$ cat config.mk
export PLATFORM = sky130hd
export DESIGN_NAME = cgra_addr_seq
export DESIGN_NICKNAME = d
export VERILOG_FILES = /design/src/rtl/cgra_addr_seq.sv
export SDC_FILE = /design/constraint.sdc
export NUM_CORES = 1
export LEC_CHECK = 0
export ABC_CLOCK_PERIOD_IN_PS = 3200
export BUFFER_PORTS_ARGS = -buffer_cell sky130_fd_sc_hd__buf_2
export CAP_MARGIN = 10
export CORE_MARGIN = 2
export CORE_UTILIZATION = 40
export CTS_CLUSTER_SIZE = 8
export DETAILED_ROUTE_END_ITERATION = 10
export PLACE_DENSITY = 0.75
export SLEW_MARGIN = 30
export SYNTH_ARGS = -nofsm -noshare
export SYNTH_HDL_FRONTEND = slang
export SYNTH_SLANG_ARGS = --single-unit
$ cat constraint.sdc
create_clock -name Clk -period 3.2 [get_ports Clk]
set_input_delay 0.64 -clock Clk [delete_from_list [all_inputs] [get_ports Clk]]
set_output_delay 0.64 -clock Clk [all_outputs]
set_load 0.005 [all_outputs]
$ cat src/rtl/cgra_addr_seq.sv
// Address sequencer: fetches one control word per cycle and turns it into a data-BRAM access.
// Optional macro CGRA_ADDR_SEQ_PERF_EN adds the Perf_Cycles busy-cycle counter output.
module cgra_addr_seq #(
  parameter int unsigned DWIDTH   = 32,
  parameter int unsigned AW       = 16,
  parameter int unsigned CNT_W    = 16,
  parameter int unsigned BYTE_LEN = 4
) (
  input  logic                Clk,
  input  logic                Rst,
  input  logic                Start,
  input  logic [CNT_W-1:0]    Length,
  output logic                Done,
  output logic                Busy,
  output logic                Ctrl_En,
  output logic [AW-1:0]       Ctrl_Addr,
  input  logic [DWIDTH-1:0]   Ctrl_Data,
  output logic                Mem_En,
  output logic [BYTE_LEN-1:0] Mem_Wen,
  output logic [AW-1:0]       Mem_Addr,
  output logic [CNT_W-1:0]    Step
`ifdef CGRA_ADDR_SEQ_PERF_EN
  ,
  output logic [31:0]         Perf_Cycles
`endif
);

  typedef enum logic [1:0] {IDLE, RUN, DRAIN, DONE} state_t;

  state_t             state, state_nxt;
  logic               start_q;
  logic               armed;
  logic               start_edge;
  logic [CNT_W-1:0]   len_r;
  logic [CNT_W-1:0]   fcnt;
  logic               last_fetch;
  logic               drain_cnt;
  logic               rd_v;
  logic [CNT_W-1:0]   rd_step;
  logic               w_valid;
  logic               w_write;
  logic               unused_bits;

  // armed stays low after reset until Start is seen low, so a level held through reset cannot launch a run
  assign start_edge = Start & ~start_q & armed;
  assign last_fetch = (fcnt == len_r - CNT_W'(1));
  assign w_valid    = Ctrl_Data[DWIDTH-1];
  assign w_write    = Ctrl_Data[DWIDTH-2];
  assign unused_bits = ^Ctrl_Data[DWIDTH-3:AW];

  assign Busy      = (state == RUN) || (state == DRAIN);
  assign Ctrl_En   = (state == RUN);
  assign Done      = (state == DONE);
  assign Ctrl_Addr = AW'(fcnt);

  always_ff @(posedge Clk or posedge Rst) begin
    if (Rst) state <= IDLE;
    else     state <= state_nxt;
  end

  always_comb begin
    state_nxt = state;
    unique case (state)
      IDLE:  if (start_edge) state_nxt = (Length == '0) ? DONE : RUN;
      RUN:   if (last_fetch) state_nxt = DRAIN;
      DRAIN: if (drain_cnt)  state_nxt = DONE;
      DONE:  if (!Start)     state_nxt = IDLE;
      default: state_nxt = IDLE;
    endcase
  end

  always_ff @(posedge Clk or posedge Rst) begin
    if (Rst) begin
      start_q   <= 1'b0;
      armed     <= 1'b0;
      len_r     <= '0;
      fcnt      <= '0;
      drain_cnt <= 1'b0;
      rd_v      <= 1'b0;
      rd_step   <= '0;
    end else begin
      start_q   <= Start;
      if (!Start) armed <= 1'b1;
      if (state == IDLE && start_edge) begin
        len_r <= Length;
        fcnt  <= '0;
      end else if (state == RUN && !last_fetch) begin
        fcnt <= fcnt + CNT_W'(1);
      end
      drain_cnt <= (state == DRAIN) ? ~drain_cnt : 1'b0;
      rd_v      <= Ctrl_En;
      rd_step   <= fcnt;
    end
  end

  // Second pipeline stage: the word read last cycle becomes the access; bubbles keep the old address
  always_ff @(posedge Clk or posedge Rst) begin
    if (Rst) begin
      Mem_En   <= 1'b0;
      Mem_Wen  <= '0;
      Mem_Addr <= '0;
      Step     <= '0;
    end else if (rd_v) begin
      Mem_En  <= w_valid;
      Mem_Wen <= (w_valid && w_write) ? '1 : '0;
      if (w_valid) Mem_Addr <= Ctrl_Data[AW-1:0];
      Step    <= rd_step;
    end else begin
      Mem_En  <= 1'b0;
      Mem_Wen <= '0;
    end
  end

`ifdef CGRA_ADDR_SEQ_PERF_EN
  always_ff @(posedge Clk or posedge Rst) begin
    if (Rst)                                  Perf_Cycles <= '0;
    else if (state == IDLE && start_edge)     Perf_Cycles <= '0;
    else if (Busy && (Perf_Cycles != '1))     Perf_Cycles <= Perf_Cycles + 32'd1;
  end
`endif

endmodule

==> impl_results.html, run 1 <==
<table>
<tr><th>Metric</th><th>Value</th></tr>
<tr><th colspan="2">STA</th></tr>
<tr><td>Fin crit share</td><td>91.06%</td></tr>
<tr><td>Worst max-slew margin expressed relative to the limit</td><td>48.39%</td></tr>
<tr><td>Final-report hold violation count</td><td>0</td></tr>
<tr><td>Pins over their slew limit</td><td>0</td></tr>
<tr><td>Hold Slack</td><td>391.6 ps</td></tr>
<tr><td>Number of setup violations in the final report</td><td>0</td></tr>
<tr><td>Max Clk Rate</td><td>0.3432 GHz</td></tr>
<tr><td>Fin Clk Skew</td><td>8.464 ps</td></tr>
<tr><td>Setup ws final</td><td>286.0 ps</td></tr>
<tr><td>Time the worst path needs with I/O delays and setup</td><td>2914 ps</td></tr>
<tr><td>Unrepaired setup endpoints after global routing</td><td>no</td></tr>
<tr><td>Worst-margin pin slew</td><td>773.3 ps</td></tr>
<tr><td>Setup_tns</td><td>0 ps</td></tr>
<tr><th colspan="2">Worst setup path</th></tr>
<tr><td>Crit-path max FO</td><td>10</td></tr>
<tr><td>Type of the setup path with the least slack</td><td>reg2reg</td></tr>
<tr><td>Startpoint type of the worst setup path</td><td>flip-flop</td></tr>
<tr><td>Signal arrival time at the worst endpoint</td><td>3190 ps</td></tr>
<tr><td>Required time at the endpoint of the critical path</td><td>3480 ps</td></tr>
<tr><td>Capturing element type of the critical path</td><td>flip-flop</td></tr>
<tr><th colspan="2">Floorplanning</th></tr>
<tr><td># IOs</td><td>107</td></tr>
<tr><td>DIE AREA</td><td>0.01093 sq mm</td></tr>
<tr><td>Initial core utilization</td><td>41.36%</td></tr>
<tr><td>Floorplan die height</td><td>104.5 microns</td></tr>
<tr><td>Core Footprint</td><td>0.009774 sq mm</td></tr>
<tr><td>Floorplan die width</td><td>104.5 microns</td></tr>
<tr><td>Site row count</td><td>36</td></tr>
<tr><th colspan="2">Yosys</th></tr>
<tr><td>Count of flip-flops with a built-in enable after synthesis</td><td>0</td></tr>
<tr><td>Top_reg_cell synth</td><td>sky130_fd_sc_hd__dfrtp_1</td></tr>
<tr><td>Mapped Cells</td><td>370</td></tr>
<tr><td>Post-synth top cells</td><td>sky130_fd_sc_hd__dfrtp_1, sky130_fd_sc_hd__nand2_1, sky130_fd_sc_hd__mux2_2, sky130_fd_sc_hd__nor2_1, sky130_fd_sc_hd__xnor2_1</td></tr>
<tr><td>Syn nets</td><td>427</td></tr>
<tr><td>Main area contributors after synthesis</td><td>sky130_fd_sc_hd__dfrtp_1, sky130_fd_sc_hd__mux2_2, sky130_fd_sc_hd__nand2_1</td></tr>
<tr><td>Top-count cell post-synth</td><td>sky130_fd_sc_hd__dfrtp_1</td></tr>
<tr><td>Top cell type by total area after synthesis</td><td>sky130_fd_sc_hd__dfrtp_1</td></tr>
<tr><td>Synth Warn #</td><td>0</td></tr>
<tr><td>Netlist cell types</td><td>50</td></tr>
<tr><td>Number of flip-flops and latches in the synthesized netlist</td><td>88</td></tr>
<tr><td>Average cell area after synthesis</td><td>10.93 sq um</td></tr>
<tr><td>Sequential share of the synthesized area</td><td>54.47%</td></tr>
<tr><td>Fraction of synthesis flops using an asynchronous set or reset pin</td><td>100.0%</td></tr>
<tr><td>Cell Area, Synth</td><td>0.004043 sq mm</td></tr>
<tr><td>Area share of the largest cell type after synthesis</td><td>54.47%</td></tr>
<tr><th colspan="2">Place</th></tr>
<tr><td>PortBufs</td><td>92</td></tr>
<tr><td>RePlAce Congestion</td><td>0.8365</td></tr>
<tr><td>Dpl hpwl</td><td>6.206 mm</td></tr>
<tr><td>Worst slack at placement</td><td>181.2 ps</td></tr>
<tr><th colspan="2">Power</th></tr>
<tr><td>Switch Pwr</td><td>1.492 mW</td></tr>
<tr><td>Switching Fraction</td><td>36.02%</td></tr>
<tr><td>Peak ir drop on the vdd network</td><td>0.0002942 V</td></tr>
<tr><td>Comb pwr share</td><td>37.7%</td></tr>
<tr><td>Pwr/cell area</td><td>852.3 mW/mm^2</td></tr>
<tr><td>Portion of total power attributed to the clock network</td><td>18.5%</td></tr>
<tr><td>Leakage power</td><td>2.434 nW</td></tr>
<tr><td>Internal power summed over all cells</td><td>2.650 mW</td></tr>
<tr><td>Sequential power share</td><td>43.8%</td></tr>
<tr><th colspan="2">Finish</th></tr>
<tr><td>Number of fillers in the final layout</td><td>925</td></tr>
<tr><td>Net total in the final layout</td><td>519</td></tr>
<tr><td>Antenna diode count</td><td>0</td></tr>
<tr><td>Synth-to-Final Area Change</td><td>20.21%</td></tr>
<tr><td>Fraction of final layout cells sized beyond drive strength 1</td><td>33.62%</td></tr>
<tr><th colspan="2">Clocking</th></tr>
<tr><td>Number of buffers created by CTS</td><td>9</td></tr>
<tr><td>Postcts setup bufs</td><td>0</td></tr>
<tr><td>Clock transition at the register clock pins on the worst setup and hold paths after CTS</td><td>90 ps</td></tr>
<tr><td>TritonCTS clock tree</td><td>built</td></tr>
<tr><td>Maximum level of the CTS H-tree</td><td>3</td></tr>
<tr><td>Clock insertion delay at the later pin of the skew report</td><td>360 ps</td></tr>
<tr><td>Clock Path Buffers</td><td>2</td></tr>
<tr><td>Clock root buffer master</td><td>sky130_fd_sc_hd__clkbuf_8</td></tr>
<tr><td>Gates resized, CTS repair</td><td>0</td></tr>
<tr><td>Post-CTS Hold Buffers</td><td>0</td></tr>
<tr><td>Clock net sink count</td><td>88</td></tr>
<tr><th colspan="2">Job</th></tr>
<tr><td># Max-Cap Violations</td><td>0</td></tr>
<tr><th colspan="2">Outcome</th></tr>
<tr><td>Outcome</td><td>finished clean</td></tr>
<tr><th colspan="2">Route</th></tr>
<tr><td>Iteration-0 DRC count of the detailed router</td><td>114</td></tr>
<tr><td>Total Routed Length</td><td>8.434 mm</td></tr>
<tr><td>Detailed Routing Iterations Pass 1</td><td>4</td></tr>
<tr><td>Number of DRC violations after detailed routing</td><td>0</td></tr>
<tr><td>Average via count per standard cell</td><td>5.063</td></tr>
<tr><td>Total via count in the routed design</td><td>3038</td></tr>
<tr><td>Number of antenna-violating nets in the routed design</td><td>0</td></tr>
<tr><td>Final routed wire length divided by cell count</td><td>14.06 microns</td></tr>
<tr><th colspan="2">Global routing</th></tr>
<tr><td>Global-route total usage across every layer</td><td>16.41%</td></tr>
<tr><td>Largest net degree at the start of global routing</td><td>46</td></tr>
<tr><td>Total congestion overflow after global routing</td><td>0</td></tr>
<tr><td>Number of global-route vias before repair</td><td>2962</td></tr>
<tr><td>Wire length of the first global-routing pass</td><td>14.50 mm</td></tr>
<tr><td>Antenna violations before repair</td><td>0</td></tr>
<tr><th colspan="2">Min path</th></tr>
<tr><td>Tightest Hold Check Type</td><td>in2async</td></tr>
</table>
[registers in the layout, indices dropped and copies added, names as in the netlist]
signal     cells
Ctrl_Addr     16
Mem_Addr      16
Mem_En         1
Mem_Wen        1
Step          16
armed          1
drain_cnt      1
len_r         16
rd_step       16
rd_v           1
start_q        1
state          2
[power by group through the flow]
stage	clock network [mW]	registers, mW	logic (mW)
floorplan	0	1.78	1.08
global placement	0	1.82	1.51
detailed placement	0	1.84	1.58
CTS	0.790	1.82	1.58
global route	0.838	1.89	1.74
finish	0.767	1.81	1.56
[critical path, cell delays in order, from the launching register on]
cell	delay (ps)
sky130_fd_sc_hd__dfrtp_1	480
sky130_fd_sc_hd__nor4_4	420
sky130_fd_sc_hd__buf_4	210
sky130_fd_sc_hd__nand3_2	120
sky130_fd_sc_hd__mux2_2	300
sky130_fd_sc_hd__mux2i_1	170
sky130_fd_sc_hd__o22ai_1	140
sky130_fd_sc_hd__and4_1	320
sky130_fd_sc_hd__or4_1	540
sky130_fd_sc_hd__a21oi_1	150
[cell families after synthesis]
group | after synthesis | share of synthesized area, %
xor+xnor | 21 | 4.550
fa+ha+maj | 6 | 1.857
simple gates | 145 | 18.14
mux | 41 | 11.17
flops | 88 | 54.47
buf+inv | 29 | 3.033
compound gates | 40 | 6.779
[placed cells by master, fill, tap and decap left out, types with 8 or more instances in the layout]
cell type                  count
sky130_fd_sc_hd__mux2i_1       8
sky130_fd_sc_hd__nor2_1       19
sky130_fd_sc_hd__xnor2_1      15
sky130_fd_sc_hd__dfrtp_1      88
sky130_fd_sc_hd__inv_1         9
sky130_fd_sc_hd__buf_2        92
sky130_fd_sc_hd__a21oi_1      10
sky130_fd_sc_hd__clkbuf_8      9
sky130_fd_sc_hd__nand3_1      10
sky130_fd_sc_hd__nand4_1      10
sky130_fd_sc_hd__mux2_2       33
sky130_fd_sc_hd__nand2_1      62
[area by class of cell]
class,count,area [sq um],area share (%)
multi-input combinational,253,1718,35.35
tap,133,166.4,3.424
clock buffer,9,123.9,2.549
sequential,88,2202,45.31
inverter,10,38.79,0.7981
clock inverter,7,77.57,1.596
timing repair buffer,100,533.0,10.97
[metal layers]
layer / wire, microns / global-route usage [%] / share of wire, %
met5: 0 / 0 / 0
met4: 108 / 5.695 / 1.3
met3: 477 / 3.743 / 5.7
met2: 3881 / 25.35 / 46
met1: 3967 / 22.75 / 47
[worst paths after layout]
| path | from | endpoint | slack, ps | cells after the start |
|---|---|---|---|---|
| max | len_r[2] | Ctrl_Addr[11] | 290 | 9 |
| max in group asynchronous | Rst | Ctrl_Addr[9] | 2140 | 3 |
| min | Rst | Mem_Addr[0] | 390 | 2 |
| min in group Clk | drain_cnt | drain_cnt | 430 | 1 |
| max reg2reg | len_r[2] | Ctrl_Addr[11] | 290 | 9 |
| min reg2reg | drain_cnt | drain_cnt | 430 | 1 |
[per-stage QoR]
step                      std cells  util, %  power, mW  area (sq um)
after global routing            600    49.72      4.467          4860
after floorplan                 370        -      2.862          4043
final                           600    49.72      4.142          4860
after global placement          582    47.50      3.330          4643
after CTS                       598    49.56      4.191          4845
after detailed placement        582    47.50      3.417          4643
No activity file was read; power rests on OpenSTA's default activity.
==> run 2: changes to the inputs <==
Settings changed: CORE_ASPECT_RATIO set to 1.5, CORE_UTILIZATION 40 to 53, PLACE_DENSITY 0.75 to 0.8.
==> impl_results.html, run 2 (synthesis results as in run 1) <==
<table>
<tr><th>Metric</th><th>Value</th></tr>
<tr><th colspan="2">Worst setup path</th></tr>
<tr><td>Required time at the endpoint of the critical path</td><td>3470 ps (was 3480 ps)</td></tr>
<tr><td>Cell repeated most along the worst path</td><td>sky130_fd_sc_hd__nor4_2</td></tr>
<tr><td>Critical path buffers and inverters</td><td>1 (unchanged)</td></tr>
<tr><td>Slowest cell on the critical path</td><td>sky130_fd_sc_hd__nor4_4 (was sky130_fd_sc_hd__or4_1)</td></tr>
<tr><td>Depth of the worst register-to-register path</td><td>9 (unchanged)</td></tr>
<tr><td>Cell family with most CP delay</td><td>simple AND/OR/NAND/NOR gates (unchanged)</td></tr>
<tr><td>Type of the setup path with the least slack</td><td>reg2reg (unchanged)</td></tr>
<tr><td>Number of gates on the worst path with buffers counted</td><td>9 (unchanged)</td></tr>
<tr><td>Worst path cell trace</td><td>nor4_4 &gt; nand3_1 &gt; nor4_2 &gt; xnor2_1 &gt; nor4_2 &gt; nand4_1 &gt; buf_4 &gt; a21oi_1 &gt; mux2i_1 (was nor4_4 &gt; buf_4 &gt; nand3_2 &gt; mux2_2 &gt; mux2i_1 &gt; o22ai_1 &gt; and4_1 &gt; or4_1 &gt; a21oi_1)</td></tr>
<tr><td>Capturing element type of the critical path</td><td>flip-flop (unchanged)</td></tr>
<tr><td>Crit-path max FO</td><td>15 (was 10)</td></tr>
<tr><td>R2R setup slack</td><td>260 ps (was 290 ps)</td></tr>
<tr><td>Slowest stage delay, CP</td><td>550 ps (was 540 ps)</td></tr>
<tr><td>Startpoint type of the worst setup path</td><td>flip-flop (unchanged)</td></tr>
<tr><td>Signal arrival time at the worst endpoint</td><td>3200 ps (was 3190 ps)</td></tr>
<tr><td>Worst setup path startpoint</td><td>len_r[2] (unchanged)</td></tr>
<tr><td>Worst reg2reg path startpoint</td><td>len_r[2] (unchanged)</td></tr>
<tr><th colspan="2">Clocking</th></tr>
<tr><td>Clock Path Buffers</td><td>2 (unchanged)</td></tr>
<tr><td>Clock root buffer master</td><td>sky130_fd_sc_hd__clkbuf_16 (was sky130_fd_sc_hd__clkbuf_8)</td></tr>
<tr><td>Clock net sink count</td><td>88 (unchanged)</td></tr>
<tr><td>Postcts setup bufs</td><td>0 (unchanged)</td></tr>
<tr><td>Clock transition at the register clock pins on the worst setup and hold paths after CTS</td><td>60 ps (was 90 ps)</td></tr>
<tr><td>TritonCTS clock tree</td><td>built (unchanged)</td></tr>
<tr><td>Gates resized, CTS repair</td><td>0 (unchanged)</td></tr>
<tr><td>Clock insertion delay at the later pin of the skew report</td><td>340 ps (was 360 ps)</td></tr>
<tr><td>Post-CTS Hold Buffers</td><td>0 (unchanged)</td></tr>
<tr><td>Maximum level of the CTS H-tree</td><td>3 (unchanged)</td></tr>
<tr><td>Number of buffers created by CTS</td><td>9 (unchanged)</td></tr>
<tr><th colspan="2">Place</th></tr>
<tr><td>Dpl hpwl</td><td>5.851 mm (was 6.206 mm)</td></tr>
<tr><td>Worst slack at placement</td><td>302.6 ps (was 181.2 ps)</td></tr>
<tr><td>RePlAce Congestion</td><td>0.8196 (was 0.8365)</td></tr>
<tr><td>Post-detailed-placement cell area</td><td>0.004589 sq mm (was 0.004643 sq mm)</td></tr>
<tr><td>PortBufs</td><td>92 (unchanged)</td></tr>
<tr><th colspan="2">Global routing</th></tr>
<tr><td>Total congestion overflow after global routing</td><td>0 (unchanged)</td></tr>
<tr><td>Largest net degree at the start of global routing</td><td>54 (was 46)</td></tr>
<tr><td>Global-route total usage across every layer</td><td>21.40% (was 16.41%)</td></tr>
<tr><td>Antenna violations before repair</td><td>0 (unchanged)</td></tr>
<tr><td>Number of global-route vias before repair</td><td>2983 (was 2962)</td></tr>
<tr><td>Wire length of the first global-routing pass</td><td>13.80 mm (was 14.50 mm)</td></tr>
<tr><th colspan="2">Route</th></tr>
<tr><td>Total via count in the routed design</td><td>3056 (was 3038)</td></tr>
<tr><td>Average via count per standard cell</td><td>5.409 (was 5.063)</td></tr>
<tr><td>Number of antenna-violating nets in the routed design</td><td>0 (unchanged)</td></tr>
<tr><td>Total Routed Length</td><td>8.203 mm (was 8.434 mm)</td></tr>
<tr><td>Final routed wire length divided by cell count</td><td>14.52 microns (was 14.06 microns)</td></tr>
<tr><td>Detailed Routing Iterations Pass 1</td><td>4 (unchanged)</td></tr>
<tr><td>Number of DRC violations after detailed routing</td><td>0 (unchanged)</td></tr>
<tr><td>Iteration-0 DRC count of the detailed router</td><td>163 (was 114)</td></tr>
<tr><th colspan="2">STA</th></tr>
<tr><td>Time the worst path needs with I/O delays and setup</td><td>2936 ps (was 2914 ps)</td></tr>
<tr><td>Fin Clk Skew</td><td>5.143 ps (was 8.464 ps)</td></tr>
<tr><td>Setup ws final</td><td>264.0 ps (was 286.0 ps)</td></tr>
<tr><td>Max Clk Rate</td><td>0.3406 GHz (was 0.3432 GHz)</td></tr>
<tr><td>Fin crit share</td><td>91.75% (was 91.06%)</td></tr>
<tr><td>Worst max-slew margin expressed relative to the limit</td><td>54.90% (was 48.39%)</td></tr>
<tr><td>Final-report hold violation count</td><td>0 (unchanged)</td></tr>
<tr><td>Unrepaired setup endpoints after global routing</td><td>no (unchanged)</td></tr>
<tr><td>Number of setup violations in the final report</td><td>0 (unchanged)</td></tr>
<tr><td>Worst-margin pin slew</td><td>675.8 ps (was 773.3 ps)</td></tr>
<tr><td>Pins over their slew limit</td><td>0 (unchanged)</td></tr>
<tr><td>Setup_tns</td><td>0 ps (unchanged)</td></tr>
<tr><th colspan="2">Finish</th></tr>
<tr><td>Net total in the final layout</td><td>515 (was 519)</td></tr>
<tr><td>Design area</td><td>0.004883 sq mm (was 0.004860 sq mm)</td></tr>
<tr><td>FF/Latch Area</td><td>0.002202 sq mm (unchanged)</td></tr>
<tr><td>Number of fillers in the final layout</td><td>624 (was 925)</td></tr>
<tr><td>Fraction of the core area covered by cells at the end of the flow</td><td>64.99% (was 49.72%)</td></tr>
<tr><td>Most common cell after layout, fill and taps aside</td><td>sky130_fd_sc_hd__buf_2 (unchanged)</td></tr>
<tr><td>Fraction of final layout cells sized beyond drive strength 1</td><td>33.26% (was 33.62%)</td></tr>
<tr><td>Highest-count cells in the layout ignoring fill and taps</td><td>sky130_fd_sc_hd__buf_2, sky130_fd_sc_hd__dfrtp_1, sky130_fd_sc_hd__nand2_1 (unchanged)</td></tr>
<tr><td>Antenna diode count</td><td>0 (unchanged)</td></tr>
<tr><td>Multi-input combinational cell area</td><td>0.001720 sq mm (was 0.001718 sq mm)</td></tr>
<tr><td>Synth-to-Final Area Change</td><td>20.80% (was 20.21%)</td></tr>
<tr><th colspan="2">Floorplanning</th></tr>
<tr><td>Floorplan die width</td><td>75.31 microns (was 104.5 microns)</td></tr>
<tr><td># IOs</td><td>107 (unchanged)</td></tr>
<tr><td>Site row count</td><td>39 (was 36)</td></tr>
<tr><td>Core Footprint</td><td>0.007515 sq mm (was 0.009774 sq mm)</td></tr>
<tr><td>Floorplan die height</td><td>111.0 microns (was 104.5 microns)</td></tr>
<tr><td>DIE AREA</td><td>0.008357 sq mm (was 0.01093 sq mm)</td></tr>
<tr><td>Initial core utilization</td><td>53.80% (was 41.36%)</td></tr>
<tr><th colspan="2">Outcome</th></tr>
<tr><td>Outcome</td><td>finished clean (unchanged)</td></tr>
<tr><th colspan="2">Min path</th></tr>
<tr><td>Tightest Hold Check Type</td><td>in2async (unchanged)</td></tr>
<tr><th colspan="2">Power</th></tr>
<tr><td>Leakage power</td><td>2.455 nW (was 2.434 nW)</td></tr>
<tr><td>Sum of internal, switching and leakage power</td><td>4.348 mW (was 4.142 mW)</td></tr>
<tr><td>Peak ir drop on the vdd network</td><td>0.0005388 V (was 0.0002942 V)</td></tr>
<tr><td>Pwr/cell area</td><td>890.5 mW/mm^2 (was 852.3 mW/mm^2)</td></tr>
<tr><th colspan="2">Job</th></tr>
<tr><td># Max-Cap Violations</td><td>0 (unchanged)</td></tr>
</table>
## run 2: cell types whose count changed in the layout (fill, tap and decap cells not counted), sizes merged
| cell | delta |
|---|---|
| buf | -4 |
| bufinv | -1 |
| clkinvlp | +1 |
| clkbuf | +2 |
| clkinv | -3 |
| inv | +1 |
## run 2: path summary, 6_finish.rpt
check,to
worst min register to register,drain_cnt
worst max register to register,state[1]
worst min-delay path,Step[12]
min in group Clk,drain_cnt
worst max-delay path,state[1]
max in group asynchronous,rd_step[14]
## run 2: power breakdown
part           switching [mW]  leakage, nW  internal, mW
Clock                   0.424        0.139         0.572
Sequential              0.328         1.14          1.49
Combinational           0.757         1.18         0.780
Total                    1.51         2.45          2.84
## run 2: area by class of cell
class,count,area share [%]
sequential,88,45.09
clock inverter,5,0.7686
multi-input combinational,253,35.23
timing repair buffer,96,10.30
clock buffer,11,5.176
tap,102,2.613
inverter,10,0.8199
## run 2: through the flow
step | hold WS, ps | instances
floorplan | 388.0 | 370
global placement | 401.0 | 549
detailed placement | 400.8 | 549
CTS | 409.2 | 565
global route | 412.9 | 565
finish | 395.1 | 565
## run 2: metal layers
metal	GRT usage, %	up-vias	routed length [microns]
met5	0	-	0
met4	11.46	0	252
met3	3.909	16	475
met2	35.54	102	4311
met1	25.37	1468	3164
li1	-	1470	-
